File: config.mk
export PLATFORM = sky130hd
export DESIGN_NAME = sprite_blit_engine
export DESIGN_NICKNAME = d
export VERILOG_FILES = /design/src/rtl/draw_pkg.sv /design/src/rtl/blit_clip_addr.sv /design/src/rtl/sprite_blit_engine.sv
export SDC_FILE = /design/constraint.sdc
export NUM_CORES = 1
export LEC_CHECK = 0
export CAP_MARGIN = 15
export CORE_MARGIN = 5
export CORE_UTILIZATION = 36
export CTS_BUF_LIST = sky130_fd_sc_hd__clkbuf_8
export DETAILED_ROUTE_END_ITERATION = 12
export DONT_BUFFER_PORTS = 1
export GPL_ROUTABILITY_DRIVEN = 0
export PLACE_DENSITY = 0.54
export SLEW_MARGIN = 5
export SYNTH_ARGS = -nofsm -noshare
export SYNTH_HDL_FRONTEND = slang
export SYNTH_SLANG_ARGS = --single-unit
export TNS_END_PERCENT = 10
File: constraint.sdc
create_clock -name CLK -period 3.35 [get_ports CLK]
set_input_delay 0 -clock CLK [delete_from_list [all_inputs] [get_ports CLK]]
set_output_delay 0 -clock CLK [all_outputs]
set_load 0.02 [all_outputs]
File: src/rtl/draw_pkg.sv
// draw_pkg: shared geometry, sprite indices and blit state for the draw-screen controller.
// Ports: none.
package draw_pkg;
    localparam int SCREEN_WIDTH  = 320;
    localparam int SCREEN_HEIGHT = 180;
    localparam int SPRITE_SIZE   = 32;
    localparam int SPRITE_LOG2   = $clog2(SPRITE_SIZE);
    localparam int COORD_W       = 11;
    localparam logic [3:0] BG    = 4'd0;
    localparam logic [3:0] BL    = 4'd1;
    localparam logic [3:0] FH    = 4'd2;
    localparam logic [3:0] WH    = 4'd3;
    localparam logic [3:0] HD    = 4'd4;
    localparam logic [3:0] SEL   = 4'd6;
    localparam logic [3:0] MODE  = 4'd7;
    localparam logic [3:0] PAUSE = 4'd8;
    localparam logic [3:0] FAIL  = 4'd9;
    localparam logic [3:0] WIN   = 4'd10;
    typedef enum logic [1:0] {IDLE, RUN, FLUSH} blit_state_e;
endpackage

File: src/rtl/blit_clip_addr.sv
// blit_clip_addr: registered clip test and VRAM address for one pixel, 1-cycle latency.
// Ports: CLK, rst; valid_i/px_i/py_i pixel in (11-bit two's complement); addr_o/valid_o pixel out.
module blit_clip_addr import draw_pkg::*; #(
    parameter int VRAM_A_WIDTH = 16
) (
    input  logic                    CLK,
    input  logic                    rst,
    input  logic                    valid_i,
    input  logic [COORD_W-1:0]      px_i,
    input  logic [COORD_W-1:0]      py_i,
    output logic [VRAM_A_WIDTH-1:0] addr_o,
    output logic                    valid_o
);
    logic                    in_bounds_d;
    logic [VRAM_A_WIDTH-1:0] addr_d;
    logic [VRAM_A_WIDTH-1:0] addr_q;
    logic                    valid_q;
    // Sign bit clear means non-negative, so the upper bound is a plain unsigned compare.
    assign in_bounds_d = !px_i[COORD_W-1] && !py_i[COORD_W-1] &&
                         px_i < COORD_W'(SCREEN_WIDTH) && py_i < COORD_W'(SCREEN_HEIGHT);
    assign addr_d = VRAM_A_WIDTH'(py_i) * VRAM_A_WIDTH'(SCREEN_WIDTH) + VRAM_A_WIDTH'(px_i);
    always_ff @(posedge CLK) begin
        if (rst) begin
            addr_q  <= '0;
            valid_q <= 1'b0;
        end else begin
            addr_q  <= addr_d;
            valid_q <= valid_i && in_bounds_d;
        end
    end
    assign addr_o  = addr_q;
    assign valid_o = valid_q;
endmodule

File: src/rtl/sprite_blit_engine.sv
// sprite_blit_engine: walks one sprite and emits ROM read and clipped VRAM write addresses.
// Ports: CLK, rst; i_start/i_abort control; i_x/i_y top-left (signed); i_sprite_idx sprite number;
//        o_address_s ROM address; o_address_screen/o_valid VRAM write one cycle later; o_busy, o_done.
module sprite_blit_engine import draw_pkg::*; #(
    parameter int VRAM_A_WIDTH      = 16,
    parameter int SPRITEBUF_A_WIDTH = 15,
    parameter int SPRITE_IDX_WIDTH  = 4
) (
    input  logic                         CLK,
    input  logic                         rst,
    input  logic                         i_start,
    input  logic                         i_abort,
    input  logic [9:0]                   i_x,
    input  logic [9:0]                   i_y,
    input  logic [SPRITE_IDX_WIDTH-1:0]  i_sprite_idx,
    output logic [SPRITEBUF_A_WIDTH-1:0] o_address_s,
    output logic [VRAM_A_WIDTH-1:0]      o_address_screen,
    output logic                         o_valid,
    output logic                         o_busy,
    output logic                         o_done
);
    blit_state_e                 state_q;
    logic [SPRITE_LOG2-1:0]      sx_q, sy_q;
    logic [9:0]                  x_q, y_q;
    logic [SPRITE_IDX_WIDTH-1:0] idx_q;
    logic                        done_q;
    logic                        last_px;
    logic [COORD_W-1:0]          px, py;
    assign last_px = &{sy_q, sx_q};
    always_ff @(posedge CLK) begin
        if (rst) begin
            state_q <= IDLE;
            sx_q    <= '0;
            sy_q    <= '0;
            x_q     <= '0;
            y_q     <= '0;
            idx_q   <= '0;
            done_q  <= 1'b0;
        end else begin
            done_q <= state_q == FLUSH && !i_abort;
            // Abort dominates everything, including a start arriving in IDLE.
            if (i_abort) begin
                state_q <= IDLE;
                sx_q    <= '0;
                sy_q    <= '0;
            end else begin
                case (state_q)
                    IDLE: if (i_start) begin
                        state_q <= RUN;
                        x_q     <= i_x;
                        y_q     <= i_y;
                        idx_q   <= i_sprite_idx;
                        sx_q    <= '0;
                        sy_q    <= '0;
                    end
                    RUN: begin
                        {sy_q, sx_q} <= {sy_q, sx_q} + (2*SPRITE_LOG2)'(1);
                        if (last_px) state_q <= FLUSH;
                    end
                    default: state_q <= IDLE;
                endcase
            end
        end
    end
    // Sprite size is a power of two, so idx*S^2 + sy*S + sx is a plain concatenation.
    assign o_address_s = SPRITEBUF_A_WIDTH'({idx_q, sy_q, sx_q});
    assign px = {x_q[9], x_q} + COORD_W'(sx_q);
    assign py = {y_q[9], y_q} + COORD_W'(sy_q);
    blit_clip_addr #(.VRAM_A_WIDTH(VRAM_A_WIDTH)) u_clip (
        .CLK     (CLK),
        .rst     (rst),
        .valid_i (state_q == RUN && !i_abort),
        .px_i    (px),
        .py_i    (py),
        .addr_o  (o_address_screen),
        .valid_o (o_valid)
    );
    assign o_busy = state_q != IDLE;
    assign o_done = done_q;
endmodule

# --- After elaboration in Yosys (flattened, before gate mapping) ---
# Cells that the tools add are included.
word_totals:
  out_inout_bits: 34
  register_bits: 54
  word_cells: 44
  inputBits: 28
op_classes:
  reduce_logical: 17
  n_bitwise: 1
  mux: 6
  n_mul: 1
  magnitude_cmp: 2
  add_sub_neg: 4
  n_eq_ne: 4
op_table:
  columns: ["operator", "count"]
  rows:
  - ["adder 10 x 6 -> 11 bit", 2]
  - ["one-hot mux 5 bit (2 select lines)", 2]
  - ["adder 16 x 11 -> 16 bit", 1]
  - ["less-than comparator 11 x 8 -> 1 bit, second input constant", 1]
  - ["less-than comparator 11 x 9 -> 1 bit, second input constant", 1]
  - ["multiplier 11 x 3 -> 10 bit, second input constant", 1]
  - ["adder 10 x 1 -> 10 bit, second input constant", 1]
  - ["AND reduction 10 bit", 1]
  - ["logical AND 1 bit", 6]
  - ["2-to-1 mux 5 bit", 1]
  - ["2-to-1 mux 2 bit", 2]
  - ["!= test 2 bit, second input constant", 2]
  - ["one-hot mux 2 bit (2 select lines)", 1]
  - ["AND reduction 2 bit", 2]
  - ["nonzero test 2 bit", 2]
  - ["zero test 1 bit", 3]
  - ["AND reduction 3 bit", 1]
  - ["== test 2 x 1 -> 1 bit, second input constant", 1]
  - ["== test 2 bit, second input constant", 1]
  - ["zero test 2 bit", 1]
  - ["OR reduction 2 bit", 1]
  - ["NOT 1 bit", 1]

# --- Longest topological paths before layout ---
depth:
  word_depth: 6
  depth_mapped: 16
  depth_no_buf: 16

# --- Modules after synthesis ---
# From an unflattened synthesis, not the netlist that was laid out.
hier_totals:
  hier_cells: 417
  area_unflattened_um2: 3422.0
modules_own_cells:
  columns: ["mod", "cells_per_inst", "area_each_um2", "instances", "seq_area_each_um2"]
  rows:
  - ["sprite_blit_engine", 288, 2224.6, 1, 740.7]
  - ["blit_clip_addr", 129, 1197.4, 1, 340.3]

# --- Least setup slack after synthesis ---
# No wires, ideal clock.
synth_path:
  path_type: "register to register"
  from: "reg sy_q[0]"
  to: "reg u_clip.addr_q[15] (netlist: u_clip.addr_o[15])"
  synth_period_minus_slack_ns: 3.706
  slack_ns: -0.356
  t_required_ns: 3.233
  arrival_ns: 3.589
  setup_ns: 0.117
  path_buffers: 0
  stages_incl_launch_ff: 16
  cell_sequence: "dfxtp_1 -> ha_1 -> inv_1 -> fa_1 -> nor2b_4 -> o21ai_1 -> nand2_1 -> xor2_1 -> ha_1 -> fa_1 -> a211oi_1 -> nor2_1 -> nor2_1 -> and4b_1 -> mux2i_1 -> nand2b_1"
synth_between:
  elab_chain_cells: 3
synth_rtl:
  columns: ["element", "line", "rtl"]
  rows:
  - ["start, declared", "sprite_blit_engine.sv:23", "logic [SPRITE_LOG2-1:0] sx_q, sy_q;"]
  - ["start signal, assigned", "sprite_blit_engine.sv:57", "{sy_q, sx_q} <= {sy_q, sx_q} + (2*SPRITE_LOG2)'(1);"]
  - ["adder 10 x 6 -> 11 bit", "sprite_blit_engine.sv:68", "assign py = {y_q[9], y_q} + COORD_W'(sy_q);"]
  - ["multiplier 11 x 3 -> 10 bit", "blit_clip_addr.sv:21", "assign addr_d = VRAM_A_WIDTH'(py_i) * VRAM_A_WIDTH'(SCREEN_WIDTH) + VRAM_A_WIDTH'(px_i);"]
  - ["adder 16 x 11 -> 16 bit", "blit_clip_addr.sv:21", null]
  - ["end signal, assigned", "blit_clip_addr.sv:27", "addr_q <= addr_d;"]
  - ["end, declared", "blit_clip_addr.sv:16", "logic [VRAM_A_WIDTH-1:0] addr_q;"]
# Every way passes these cells.
# A chain may end at the register's enable or synchronous reset.

# --- Final worst setup path ---
layout_path:
  from: "reg y_q[0]"
  to: "reg u_clip.addr_q[15] (netlist: u_clip.addr_o[15])"
layout_between:
  elab_chain_cells: 3
layout_rtl:
  columns: ["element", "line", "rtl"]
  rows:
  - ["start, declared", "sprite_blit_engine.sv:24", "logic [9:0] x_q, y_q;"]
  - ["start signal, assigned", "sprite_blit_engine.sv:51", "y_q <= i_y;"]
  - ["adder 10 x 6 -> 11 bit", "sprite_blit_engine.sv:68", null]
  - ["multiplier 11 x 3 -> 10 bit", "blit_clip_addr.sv:21", null]
  - ["adder 16 x 11 -> 16 bit", "blit_clip_addr.sv:21", null]
# Every way passes these cells.

==> impl_results.md <==
* Outcome: completed
* RSZ-0062 raised after global routing: true
* Most common flop cell mapped by yosys: dfxtp_1
* CTS tree: yes
* Largest net degree at the start of global routing at 42
* Crit Path Class: flop to flop
* Syn_nets at approximately 460
* Max cap viols at 0
* Req. time, crit path at 3560 ps
* Die area at roughly 0.011 mm^2
* Most common cell on crit path: ha_4
* Dpl ws at -73.47 ps
* CP arrival at 3470 ps
* Fmax at slightly above 300 MHz
* Final Hold Viols at 0
* Via count at 2992
* Most frequent cell after synthesis: nand2_1
* Sink Count at 54
* Number of global-route vias before repair at ~3000
* Clk Latency, worst-skew pair at ~310 ps
* Initial antenna violation count at 1
* Metal3 WL at 439 um
* Core Region at 0.009065 mm^2
* # IOs at a little over 60
* Cell chain of the critical path: ha_4, inv_2, fa_2, nor2b_4, o31a_1, buf_4, o21ai_4, xnor2_2, ha_4, ha_4, and3b_1, a21oi_1, nand4b_1, and4b_1, mux2i_1, nand2b_1
* Synth area leader: dfxtp_1
* Clk buf depth at 2
* Sequential-to-total area share from yosys stat at 0.3276
* Layout cells sized above 1 at 0.2630
* Post-synth top area share at 0.3276
* Worst setup SP type: flop
* Seq pwr share at 0.500
* CP max stage cell: fa_2
* Gr ovfl total at 0
* Met2 wire len at around 4700 um
* Root buffer cell: clkbuf_8
* Worst setup margin at around 85 ps
* Clock power share at 0.342
* Min-Delay Path Class: input pin to flop
* Worst-path clk slew at approximately 100 ps
* Number of CTS-inserted buffers at 5
* Vias per Instance at approximately 5.2
* R2R cell count at 16
* H-tree depth at 2
* Mapped Avg Cell Area at about 8 um^2
* # setup viols final at 0
* Final Core Density at 0.4943
* Top sig layer: met4
* Met1 Wirelength at between 3000 and 4000 um
* Die width at approximately 110 um
* Fin crit share at 0.9746
* # nets final at 520
* Wire length per cell at approximately 16 um
* Worst Clk Skew at 10.28 ps
* Multi-input gate area at ~0.0025 mm^2
* Routed WL at 8922 um
* Port Buffers at 0
* DRT Pass-1 Iters at 4
* Critical Path End Type: flop
* Peak VDD IR at 0.0002161 V
* P&R area growth vs syn at 35.80%
* Min cycle time layout at 3265 ps
* Crit Path Max Fanout at 8
* Sw Share at 0.2730
* Total power at approximately 1.4 mW
* Die H at between 100 and 150 um
* Fillers at roughly 850
* Register cell area after layout at about 0.0011 mm^2
* DRT iter0 DRCs at 101
* Netlist cell types at between 50 and 60
* Int Power at just over 1 mW
* CP max stage delay at 380 ps
* Net Sw Power at around 380 uW
* DRC errors left at 0
* Post-synth EDFFs at 0
* FF-to-FF Start: y_q[0]
* Static leakage at around 1.8 nW
* Capture point of the worst reg-to-reg path: u_clip.addr_o[15]
* Fin Hold WS at ~24 ps
* Worst Hold End: sx_q[0]
* Inserted Diodes at 0
* Post-DP HPWL at about 6200 um
* GRT Util Overall at 0.1567
* Post-synth ARST share at 0
* Post-DRT Antenna Nets at 0
* Area contributors post-synth: dfxtp_1 (33%), ha_1 (11%), nand2_1 (7.2%)
* Synth cell count leaders: nand2_1 (63), dfxtp_1 (54), a21oi_1 (43)
* Initial Util at 0.3640
* Combinational power share at 0.158
* Hold Crit Depth at 3
* First-pass GRT wire length at between 10000 and 15000 um
* R2r setup slk at around 85 ps
* Synthesis-stage register bit count at 54
* Setup tns final at 0 ps
* Max-slew headroom at 0.3523
* Power Density at approximately 310 mW/mm^2
* Syn. warnings at 0
* Row Count at 35
* Mapped cell area at ~0.0033 mm^2
* Worst Min Path Start: i_start
* Syn Inst Count at 401
* Slew Limit Fails at 0
* Worst-margin pin slew at 970.5 ps
-- stage by stage --
stage	std cells	instance area (um^2)
floorplan	401	3351
detailed placement	526	3636
finish	571	4481
global placement	526	3636
CTS	563	4095
global route	571	4481
-- repair_timing --
| item | in CTS | in global routing |
|---|---|---|
| cloned | 0 | 0 |
| buffers inserted | 0 | 8 |
| endpoints found under the hold margin | 40 | 0 |
| pin swaps | 2 | 33 |
| hold buffers | 29 | 0 |
| endpoints found under the setup margin | 1 | 4 |
| resized for setup | 8 | 62 |
-- power groups by stage --
stage	registers [mW]	logic [mW]	clock network (mW)
after global routing	0.707	0.248	0.524
final	0.702	0.222	0.479
after detailed placement	0.716	0.151	0
after CTS	0.702	0.192	0.495
after global placement	0.716	0.150	0
after floorplan	0.710	0.122	0
-- sequential cells by signal, indices dropped and copies added, names as in the netlist --
signal          count
u_clip.addr_o      16
y_q                10
sx_q                5
sy_q                5
idx_q               4
u_clip.valid_o      1
o_done              1
x_q                10
state_q             2
-- layer usage --
layer / track usage / vias up
met2: 0.2832 / 58
met4: 0.03700 / 0
met1: 0.1836 / 1399
met3: 0.04225 / 10
li1: - / 1525
met5: 0 / -
-- cell usage in the layout (no fill, tap or decap), types with 9 or more instances in the layout --
cell type / Yosys / routed
a21oi_1: 43 / 38
buf_4: 2 / 37
dfxtp_1: 54 / 48
dlygate4sd3_1: 0 / 28
ha_1: 29 / 12
ha_4: 0 / 12
inv_1: 16 / 15
nand2_1: 63 / 62
nor2_1: 31 / 27
o21ai_0: 16 / 9
-- cell type report --
class                           count  area share
Multi-Input combinational cell    315      0.5529
Sequential cell                    54      0.2441
Timing Repair Buffer               67      0.1315
Tap cell                          111     0.03100
Clock buffer                        6     0.01843
Inverter                           16     0.01340
Clock inverter                      2    0.008657
-- logic make-up after synthesis --
logic type	Yosys count	share of synthesized area
buf+inv	32	0.04247
compound gates	106	0.2010
other cells	1	0.001137
fa+ha+maj	33	0.1342
simple gates	151	0.2260
xor+xnor	18	0.04778
flops	54	0.3276
mux	6	0.01972
-- worst max-delay path, delay by kind of cell (launching register included) --
| kind | cells | cell delay (ps) |
|---|---|---|
| xor+xnor | 1 | 220 |
| compound gates | 3 | 390 |
| buf+inv | 2 | 180 |
| simple gates | 5 | 800 |
| mux | 1 | 120 |
| flops | 1 | 360 |
| fa+ha+maj | 4 | 1090 |
-- worst max path at each step --
stage	slack, ps	startpoint	endpoint
after floorplan	40	sy_q[0]	u_clip.addr_o[15]
after global routing	-90	y_q[0]	u_clip.addr_o[15]
after detailed placement	-70	y_q[0]	u_clip.addr_o[15]
after CTS	5	sy_q[1]	u_clip.addr_o[15]
after global placement	-3	sy_q[1]	u_clip.addr_o[15]
final	90	y_q[0]	u_clip.addr_o[15]
No activity file was read; power rests on OpenSTA's default activity.
